<file path="config.mk">
export PLATFORM = sky130hd
export DESIGN_NAME = pc_fetch_queue
export DESIGN_NICKNAME = d
export VERILOG_FILES = /design/src/rtl/pc_fetch_queue.sv
export SDC_FILE = /design/constraint.sdc
export NUM_CORES = 1
export LEC_CHECK = 0
export CORE_UTILIZATION = 50
export DETAILED_ROUTE_END_ITERATION = 10
export GPL_TIMING_DRIVEN = 0
export PLACE_DENSITY = 0.83
export SLEW_MARGIN = 15
export SYNTH_ARGS = -nofsm -noshare
export SYNTH_HDL_FRONTEND = slang
export SYNTH_SLANG_ARGS = --single-unit
export TNS_END_PERCENT = 50
</file>
<file path="constraint.sdc">
create_clock -name clk -period 4.67 [get_ports clk]
set_clock_uncertainty 0.05 [all_clocks]
set_input_delay 0.934 -clock clk [delete_from_list [all_inputs] [get_ports clk]]
set_output_delay 0.934 -clock clk [all_outputs]
set_load 0.005 [all_outputs]
</file>
<file path="src/rtl/pc_fetch_queue.sv">
// Instruction-fetch stage: PC register, next-PC select, imem address and a small fetch FIFO to decode.
// Latency 1 cycle imem->head when empty; decode stalls hold the PC, redirects flush the buffer.
module pc_fetch_queue #(
  parameter int                  DATA_WIDTH      = 32,
  parameter logic [DATA_WIDTH-1:0] RESET_PC      = '0,
  parameter int                  FIFO_DEPTH      = 4,
  parameter int                  IMEM_ADDR_WIDTH = 12
) (
  input  logic                          clk,
  input  logic                          rst,
  input  logic                          redirect_valid,
  input  logic [DATA_WIDTH-1:0]         redirect_target,
  output logic [IMEM_ADDR_WIDTH-1:0]    imem_addr,
  input  logic [DATA_WIDTH-1:0]         imem_rdata,
  output logic                          out_valid,
  input  logic                          out_ready,
  output logic [DATA_WIDTH-1:0]         out_instr,
  output logic [DATA_WIDTH-1:0]         out_pc,
  output logic [DATA_WIDTH-1:0]         out_pcplus4,
  output logic [$clog2(FIFO_DEPTH):0]   fifo_count
);

  localparam int PW = $clog2(FIFO_DEPTH);
  localparam int CW = PW + 1;
  localparam logic [CW-1:0] DEPTH_C = CW'(FIFO_DEPTH);

  logic [DATA_WIDTH-1:0] r_pc;
  logic [PW-1:0]         r_wr_ptr;
  logic [PW-1:0]         r_rd_ptr;
  logic [CW-1:0]         r_count;

  logic [DATA_WIDTH-1:0] r_instr_mem   [FIFO_DEPTH];
  logic [DATA_WIDTH-1:0] r_pc_mem      [FIFO_DEPTH];
  logic [DATA_WIDTH-1:0] r_pcplus4_mem [FIFO_DEPTH];

  logic                  w_pop;
  logic                  w_push;
  logic [DATA_WIDTH-1:0] w_pc_plus4;

  assign w_pc_plus4 = r_pc + DATA_WIDTH'(4);
  assign out_valid  = (r_count != '0);
  assign w_pop      = out_valid & out_ready;
  // A full buffer can still accept a fetch when the head leaves in the same cycle.
  assign w_push     = !redirect_valid & ((r_count < DEPTH_C) | w_pop);

  assign imem_addr   = r_pc[IMEM_ADDR_WIDTH-1:0];
  assign out_instr   = r_instr_mem[r_rd_ptr];
  assign out_pc      = r_pc_mem[r_rd_ptr];
  assign out_pcplus4 = r_pcplus4_mem[r_rd_ptr];
  assign fifo_count  = r_count;

  always_ff @(posedge clk) begin
    if (rst) begin
      r_pc     <= RESET_PC;
      r_wr_ptr <= '0;
      r_rd_ptr <= '0;
      r_count  <= '0;
    end else if (redirect_valid) begin
      r_pc     <= {redirect_target[DATA_WIDTH-1:2], 2'b00};
      r_wr_ptr <= '0;
      r_rd_ptr <= '0;
      r_count  <= '0;
    end else begin
      if (w_push) begin
        r_pc     <= w_pc_plus4;
        r_wr_ptr <= r_wr_ptr + PW'(1);
      end
      if (w_pop) begin
        r_rd_ptr <= r_rd_ptr + PW'(1);
      end
      if (w_push && !w_pop) begin
        r_count <= r_count + CW'(1);
      end else if (w_pop && !w_push) begin
        r_count <= r_count - CW'(1);
      end
    end
  end

  // Payload storage needs no reset; out_valid qualifies it.
  always_ff @(posedge clk) begin
    if (!rst && w_push) begin
      r_instr_mem[r_wr_ptr]   <= imem_rdata;
      r_pc_mem[r_wr_ptr]      <= r_pc;
      r_pcplus4_mem[r_wr_ptr] <= w_pc_plus4;
    end
  end

endmodule

</file>
* Word-level counts from Yosys, hierarchy flattened *
Memories as Yosys holds them, arrays and structs flattened. A register that Yosys moved wholly into a read port is not among the register bits.
Cells that the tools add are included.

storage, ports and cells
  memories = 3
  latch bits = 0
  flip-flop bits (word level) = 39
  RAM bits = 384
  input port bits = 68
  logic and storage cells = 40
  memory bits (read-only) = 0

cells by class
  shift-type cells = 0
  mux-type cells = 12
  reduce and logical (&&, ||, !) cells = 11
  divide/modulo/power cells = 0
  magnitude comparators = 1
  add/subtract/negate cells = 5
  bitwise operators = 3
  $mul = 0
  eq/ne operators = 0

memory list
  name           depth  width  rd ports  clocked after memory_dff  wr ports  RTL line  RTL
  r_instr_mem    4      32     1         1                         1         32        logic [DATA_WIDTH-1:0] r_instr_mem [FIFO_DEPTH];
  r_pc_mem       4      32     1         1                         1         33        logic [DATA_WIDTH-1:0] r_pc_mem [FIFO_DEPTH];
  r_pcplus4_mem  4      32     1         1                         1         34        logic [DATA_WIDTH-1:0] r_pcplus4_mem [FIFO_DEPTH];

operators with widths
  cell                     count
  $mux W32                 2
  $add A32 B3 Y32 const B  1
  $mux W2                  6
  $mux W3                  2
  $add A2 B1 Y2 const B    2
  $logic_not A1 Y1         4
  $reduce_bool A2 Y1       2
  $add A3 B1 Y3 const B    1
  $logic_and A1 B1 Y1      3
  $lt A3 B3 Y1 const B     1
  $reduce_bool A3 Y1       1
  $sub A3 B1 Y3 const B    1
  $and A1 B1 Y1            2
  $mux W1                  2
  $reduce_or A2 Y1         1
  $or A1 B1 Y1             1

* Depth between registers and ports, before layout *
Gate-level depths: netlist of run 1.

  word-level depth = 8
  gate-level depth with buffers = 10
  gate-level depth less buffers = 8

* Worst setup path after synthesis of run 1 *
OpenSTA, ideal clock, no wires.

  kind = input -> register
  start = input out_ready
  end = memory r_instr_mem[0][0], enable pin
  setup slack = 0.575 ns
  stages on the path = 3
  path buffers = 1
  arrival time = 3.584 ns
  required time = 4.159 ns
  cell sequence = nand2b_1 -> clkbuf_1 -> and3_1

between the ends
  longest elaborated chain between the ends = 6

RTL lines
  element                        RTL line  RTL
  from (decl)                    16        input logic out_ready,
  $and A1 B1 Y1                  42        assign w_pop = out_valid & out_ready;
  $or A1 B1 Y1                   44        assign w_push = !redirect_valid & ((r_count < DEPTH_C) | w_pop);
  $and A1 B1 Y1                  44
  $logic_and A1 B1 Y1            81        if (!rst && w_push) begin
  $mux W1                        81
  $mux W1 (implied by the code)  82        r_instr_mem[r_wr_ptr] <= imem_rdata;
  to (decl)                      32

No other way between the ends.

==> results, run 1 <==
- After global routing the overflow that remains totals 0.
- Timing would allow up to 0.231 GHz.
- The cell family contributing the most delay on the critical path is buffers and inverters.
- By startpoint and endpoint, the worst setup path is classified as flop to primary output.
- 180 I/O pins were placed.
- Data on the critical path is required at its endpoint by roughly 3.7 ns.
- The clock latency of the later-clocked register in the worst-skew pair is 0.53 ns.
- The share of the Yosys chip area taken by registers is 0.733.
- The HPWL after detailed placement is 21,600 µm.
- The worst-case IR drop observed on VDD is around 0.41 mV.
- The path with the worst hold slack has its endpoint at r_wr_ptr[1]$_SDFFE_PP0N_.
- The worst register-to-register path has a depth of 9.
- The die is 182 µm wide.
- Dividing the detail-routed wire length by the instance count gives approximately 23 µm.
- In the synthesized netlist the async set-or-reset flop fraction comes to 0.
- The synthesized netlist cell count is 852.
- Synthesis inferred 407 register bits.
- Clock tree synthesis selected as its root buffer the cell sky130_fd_sc_hd__clkbuf_16.
- Detailed routing inserted a total of 8,721 vias.
- The final setup violation count is 0.
- The synthesized area divided by synthesized cell count is approximately 19 µm².
- In this run the power density over the cells is 404 nW/µm².
- The number of DRC violations after detailed routing is 0.
- The completed layout was analyzed and its total power is 8.03 mW.
- The startpoint of the most critical hold path is r_wr_ptr[1]$_SDFFE_PP0N_.
- The fraction of synthesized cell area taken by the top area cell type is 0.685.
- Using the TritonRoute via totals, the vias-per-cell ratio works out to 5.78.
- The number of global-route vias before repair is 9,048.
- The analysis attributes to cell leakage a power of 6.32 nW.
- The maximum number of pins on one net before global-route repair is between 40 and 50.
- Clock-pin slew was measured on the worst setup and hold paths at 0.06 ns.
- The overall die area is 33,000 µm².
- The share of final-layout standard cells stronger than drive strength 1 is 0.179.
- The flow ran to the end, and the final reports show no timing, DRC or antenna violations.
- The number of enable-type register cells in the synthesized netlist is 368.
- The number of sinks driven by the clock tree is 407.
- The buffer and inverter count on the worst path is 2.
- The worst slew margin relative to its limit is 0.269.
- Data on the critical path arrives at its endpoint at 3.34 ns.
- The netlist area before placement is 16,100 µm².
- TritonCTS built the clock tree.
- The number of pins with negative max-slew slack in the final report came to 0.
- The startpoint of the most critical register-to-register path is fifo_count[2]$_SDFFE_PP0P_.
- The final critical path time including I/O delays and setup is 4.33 ns.
- The worst-path maximum fanout is 11.
- The number of endpoints with negative hold slack in the final report was 0.
- The number of buffers added by the clock tree synthesis step is 42.
- Routability-driven placement finished with a final weighted congestion of roughly 0.86.
- After detailed placement, the design holds a cell count of 1,435.
- Final hold analysis gives a worst-case slack of 0.459 ns.
- The number of detailed-routing iterations run before antenna repair is 5.
- The cell row count is 65.
- Counting the fill cells in the layout gives 2,174.
- The core region is around 32,000 µm².
- The signal on the critical path passes through clkdlybuf4s15_1 -> mux4_2 -> clkdlybuf4s50_1.
- For this configuration, the core starts out at a cell density of 0.510.
- By area the synthesized netlist is led by sky130_fd_sc_hd__edfxtp_1 (68%), sky130_fd_sc_hd__mux4_2 (13%), sky130_fd_sc_hd__dfxtp_1 (4.8%), sky130_fd_sc_hd__xnor2_1 (1.2%), sky130_fd_sc_hd__xor2_1 (0.98%).
- Once detail routing completed, the nets flagged for antenna violations numbered 0.
- The ratio of final minimum period to clock period is 0.926.
- The end of the worst register-to-register path is fifo_count[1]$_SDFFE_PP0P_.
- The worst register-to-register path has a setup slack of 1.42 ns.
- The largest area contributor in the netlist is sky130_fd_sc_hd__edfxtp_1.
- Setup repair after global routing left no endpoint under its margin.
- The Yosys step of the flow raised 0 warnings.
- The hold buffer count at cts is 0.
- The clock passes through at most 3 buffers.
- Relative to the synthesized area, the layout overhead comes to 23.1%.
- The worst hold path stage count is 2.
- At the end of the flow the core is filled with cells to 0.628.
- The setup TNS is 0 ns.
- The deepest level of the CTS H-tree is 2.
- The worst setup path is launched from a flop.
- The worst setup path is captured at a primary output.
- The starting DRC count in detailed routing is 721.
- The antenna cell count is 0.
- On the critical path, the stage with the largest delay is an instance of sky130_fd_sc_hd__dfxtp_1.
- The initial antenna violation count is 0.
- The overall routed net length is 34,500 µm.
- The largest single stage delay on the critical path is 0.90 ns.
- The die height is approximately 180 µm.
- The first global-routing pass estimated 53,000 µm of wire.
- The number of max-cap violations is 0.
- The total global-route track usage is 0.213.
- The number of non-filler instances in the completed layout is 1,510.
- The netlist uses 58 different library cells.
- The transition time at the pin with the least slew margin is 1.09 ns.
- The final-stage net count is 1,151.
- The type of the most critical hold path is flop to flop.
- Input and output buffers added on the ports amount to 171.
- In the synthesized netlist the dominant register cell turns out to be sky130_fd_sc_hd__edfxtp_1.
## layer usage
layer / GRT usage / share of wire / routed length, µm / vias up
met5: 0 / 0 / 0 / -
met4: 0.0515 / 0.018 / 623 / 0
met3: 0.0427 / 0.064 / 2210 / 45
met2: 0.354 / 0.49 / 17000 / 316
met1: 0.291 / 0.42 / 14600 / 4468
li1: - / - / - / 3892
## flip-flops by register name, summed over array words and instances (netlist names), named ones only
register	count
r_pc	30
r_wr_ptr	2
fifo_count	3
r_rd_ptr	2
r_pcplus4_mem	120
r_instr_mem	128
r_pc_mem	120
## repair_timing
item / 4_1_cts / 5_1_grt
resized for setup: 0 / 1
setup endpoints to repair: 0 / 67
buffers inserted: 0 / 0
## cell usage after synthesis, types with 5 or more instances
master and n:
sky130_fd_sc_hd__and3_1 7, sky130_fd_sc_hd__xor2_1 18, sky130_fd_sc_hd__mux4_2 92, sky130_fd_sc_hd__nand4_1 9, sky130_fd_sc_hd__dfxtp_1 39, sky130_fd_sc_hd__nand3_1 21
sky130_fd_sc_hd__and4_1 5, sky130_fd_sc_hd__a21oi_1 10, sky130_fd_sc_hd__inv_1 10, sky130_fd_sc_hd__o221ai_1 5, sky130_fd_sc_hd__buf_4 17, sky130_fd_sc_hd__xnor2_1 23
sky130_fd_sc_hd__a211oi_1 9, sky130_fd_sc_hd__nand2_1 37, sky130_fd_sc_hd__clkbuf_1 30, sky130_fd_sc_hd__ha_1 6, sky130_fd_sc_hd__nor4_1 7, sky130_fd_sc_hd__or4_1 5
sky130_fd_sc_hd__edfxtp_1 368, sky130_fd_sc_hd__a311oi_1 8, sky130_fd_sc_hd__o21ai_0 5, sky130_fd_sc_hd__nor3_1 9, sky130_fd_sc_hd__nor2_1 32, sky130_fd_sc_hd__or3_1 8
sky130_fd_sc_hd__buf_1 12
## how the worst max path moves through the flow
stage	end	slack, ns	cells after the start
6_report	out_pc[13]	0.34	3
5_1_grt	out_pc[14]	0.10	3
4_1_cts	out_pc[19]	0.0007	4
3_5_place_dp	fifo_count[1]$_SDFFE_PP0P_	0.51	10
3_3_place_gp	r_instr_mem[0][0]$_DFFE_PP_	-1.96	4
2_1_floorplan	r_instr_mem[0][0]$_DFFE_PP_	0.57	3
## cells in the final DEF, fill, tap and decap left out, drive strengths merged, types with 3 or more instances in the layout
cell type,n
edfxtp,368
clkdlybuf4s50,171
mux4,92
clkbuf,84
dfxtp,39
buf,39
nand2,37
nor2,32
xnor2,23
nand3,23
xor2,18
inv,14
clkinv,14
a21oi,10
nand4,10
nor4,10
nor3,9
a211oi,9
or3,8
a311oi,8
and3,7
ha,6
conb,6
or4,6
and4,5
o221ai,5
o21ai,5
and2,4
nand4b,4
a31oi,4
bufinv,4
or2,3
a2111oi,3
o31ai,3
nor4b,3
## kinds of logic after synthesis
group,count (synthesis),share of synthesized area
simple gates,167,0.0591
mux,93,0.129
flops,407,0.733
compound gates,59,0.0271
other cells,1,0.000232
fa+ha+maj,7,0.00589
buf+inv,77,0.0232
xor+xnor,41,0.0223
## through the flow
step | worst slack [ns] | area (µm²)
after detailed placement | 0.509 | 18500
after global routing | 0.100 | 19900
final | 0.344 | 19900
after global placement | -1.96 | 18400
after floorplan | 0.575 | 16200
after CTS | 0.000741 | 19900
## report_power, final
part / internal, mW / switching, mW / total [mW] / leakage [nW]
sequential: 4.09 / 0.0674 / 4.16 / 3.71
clock: 1.92 / 1.36 / 3.27 / 0.657
combinational: 0.321 / 0.275 / 0.596 / 1.96
total: 6.33 / 1.70 / 8.03 / 6.32
## worst min-delay path, cell delays in order (launching register included)
cell and delay [ns]:
sky130_fd_sc_hd__dfxtp_1 0.34, sky130_fd_sc_hd__nand2_1 0.07, sky130_fd_sc_hd__a21oi_1 0.05
## final cells by class
| cell class | instances | area, µm² | share of cell area |
|---|---|---|---|
| sequential | 407 | 11800 | 0.596 |
| multi-input combinational | 373 | 3980 | 0.200 |
| timing repair buffer | 176 | 1830 | 0.0921 |
| clock buffer | 54 | 1120 | 0.0562 |
| tap | 402 | 503 | 0.0253 |
| buffer | 65 | 335 | 0.0169 |
| clock inverter | 22 | 229 | 0.0115 |
| inverter | 11 | 41.3 | 0.00208 |
Power figures use the tool's default switching activity.
==> inputs of run 2 (changes only) <==
--- a/config.mk
+++ b/config.mk
@@ -5,7 +5,9 @@
 export SDC_FILE = /design/constraint.sdc
 export NUM_CORES = 1
 export LEC_CHECK = 0
+export ABC_AREA = 0
 export CORE_UTILIZATION = 50
+export CTS_CLUSTER_SIZE = 40
 export DETAILED_ROUTE_END_ITERATION = 10
 export GPL_TIMING_DRIVEN = 0
 export PLACE_DENSITY = 0.83
==> results of run 2 <==
No change in the layout: final DEF, timing and power equal those of run 1.
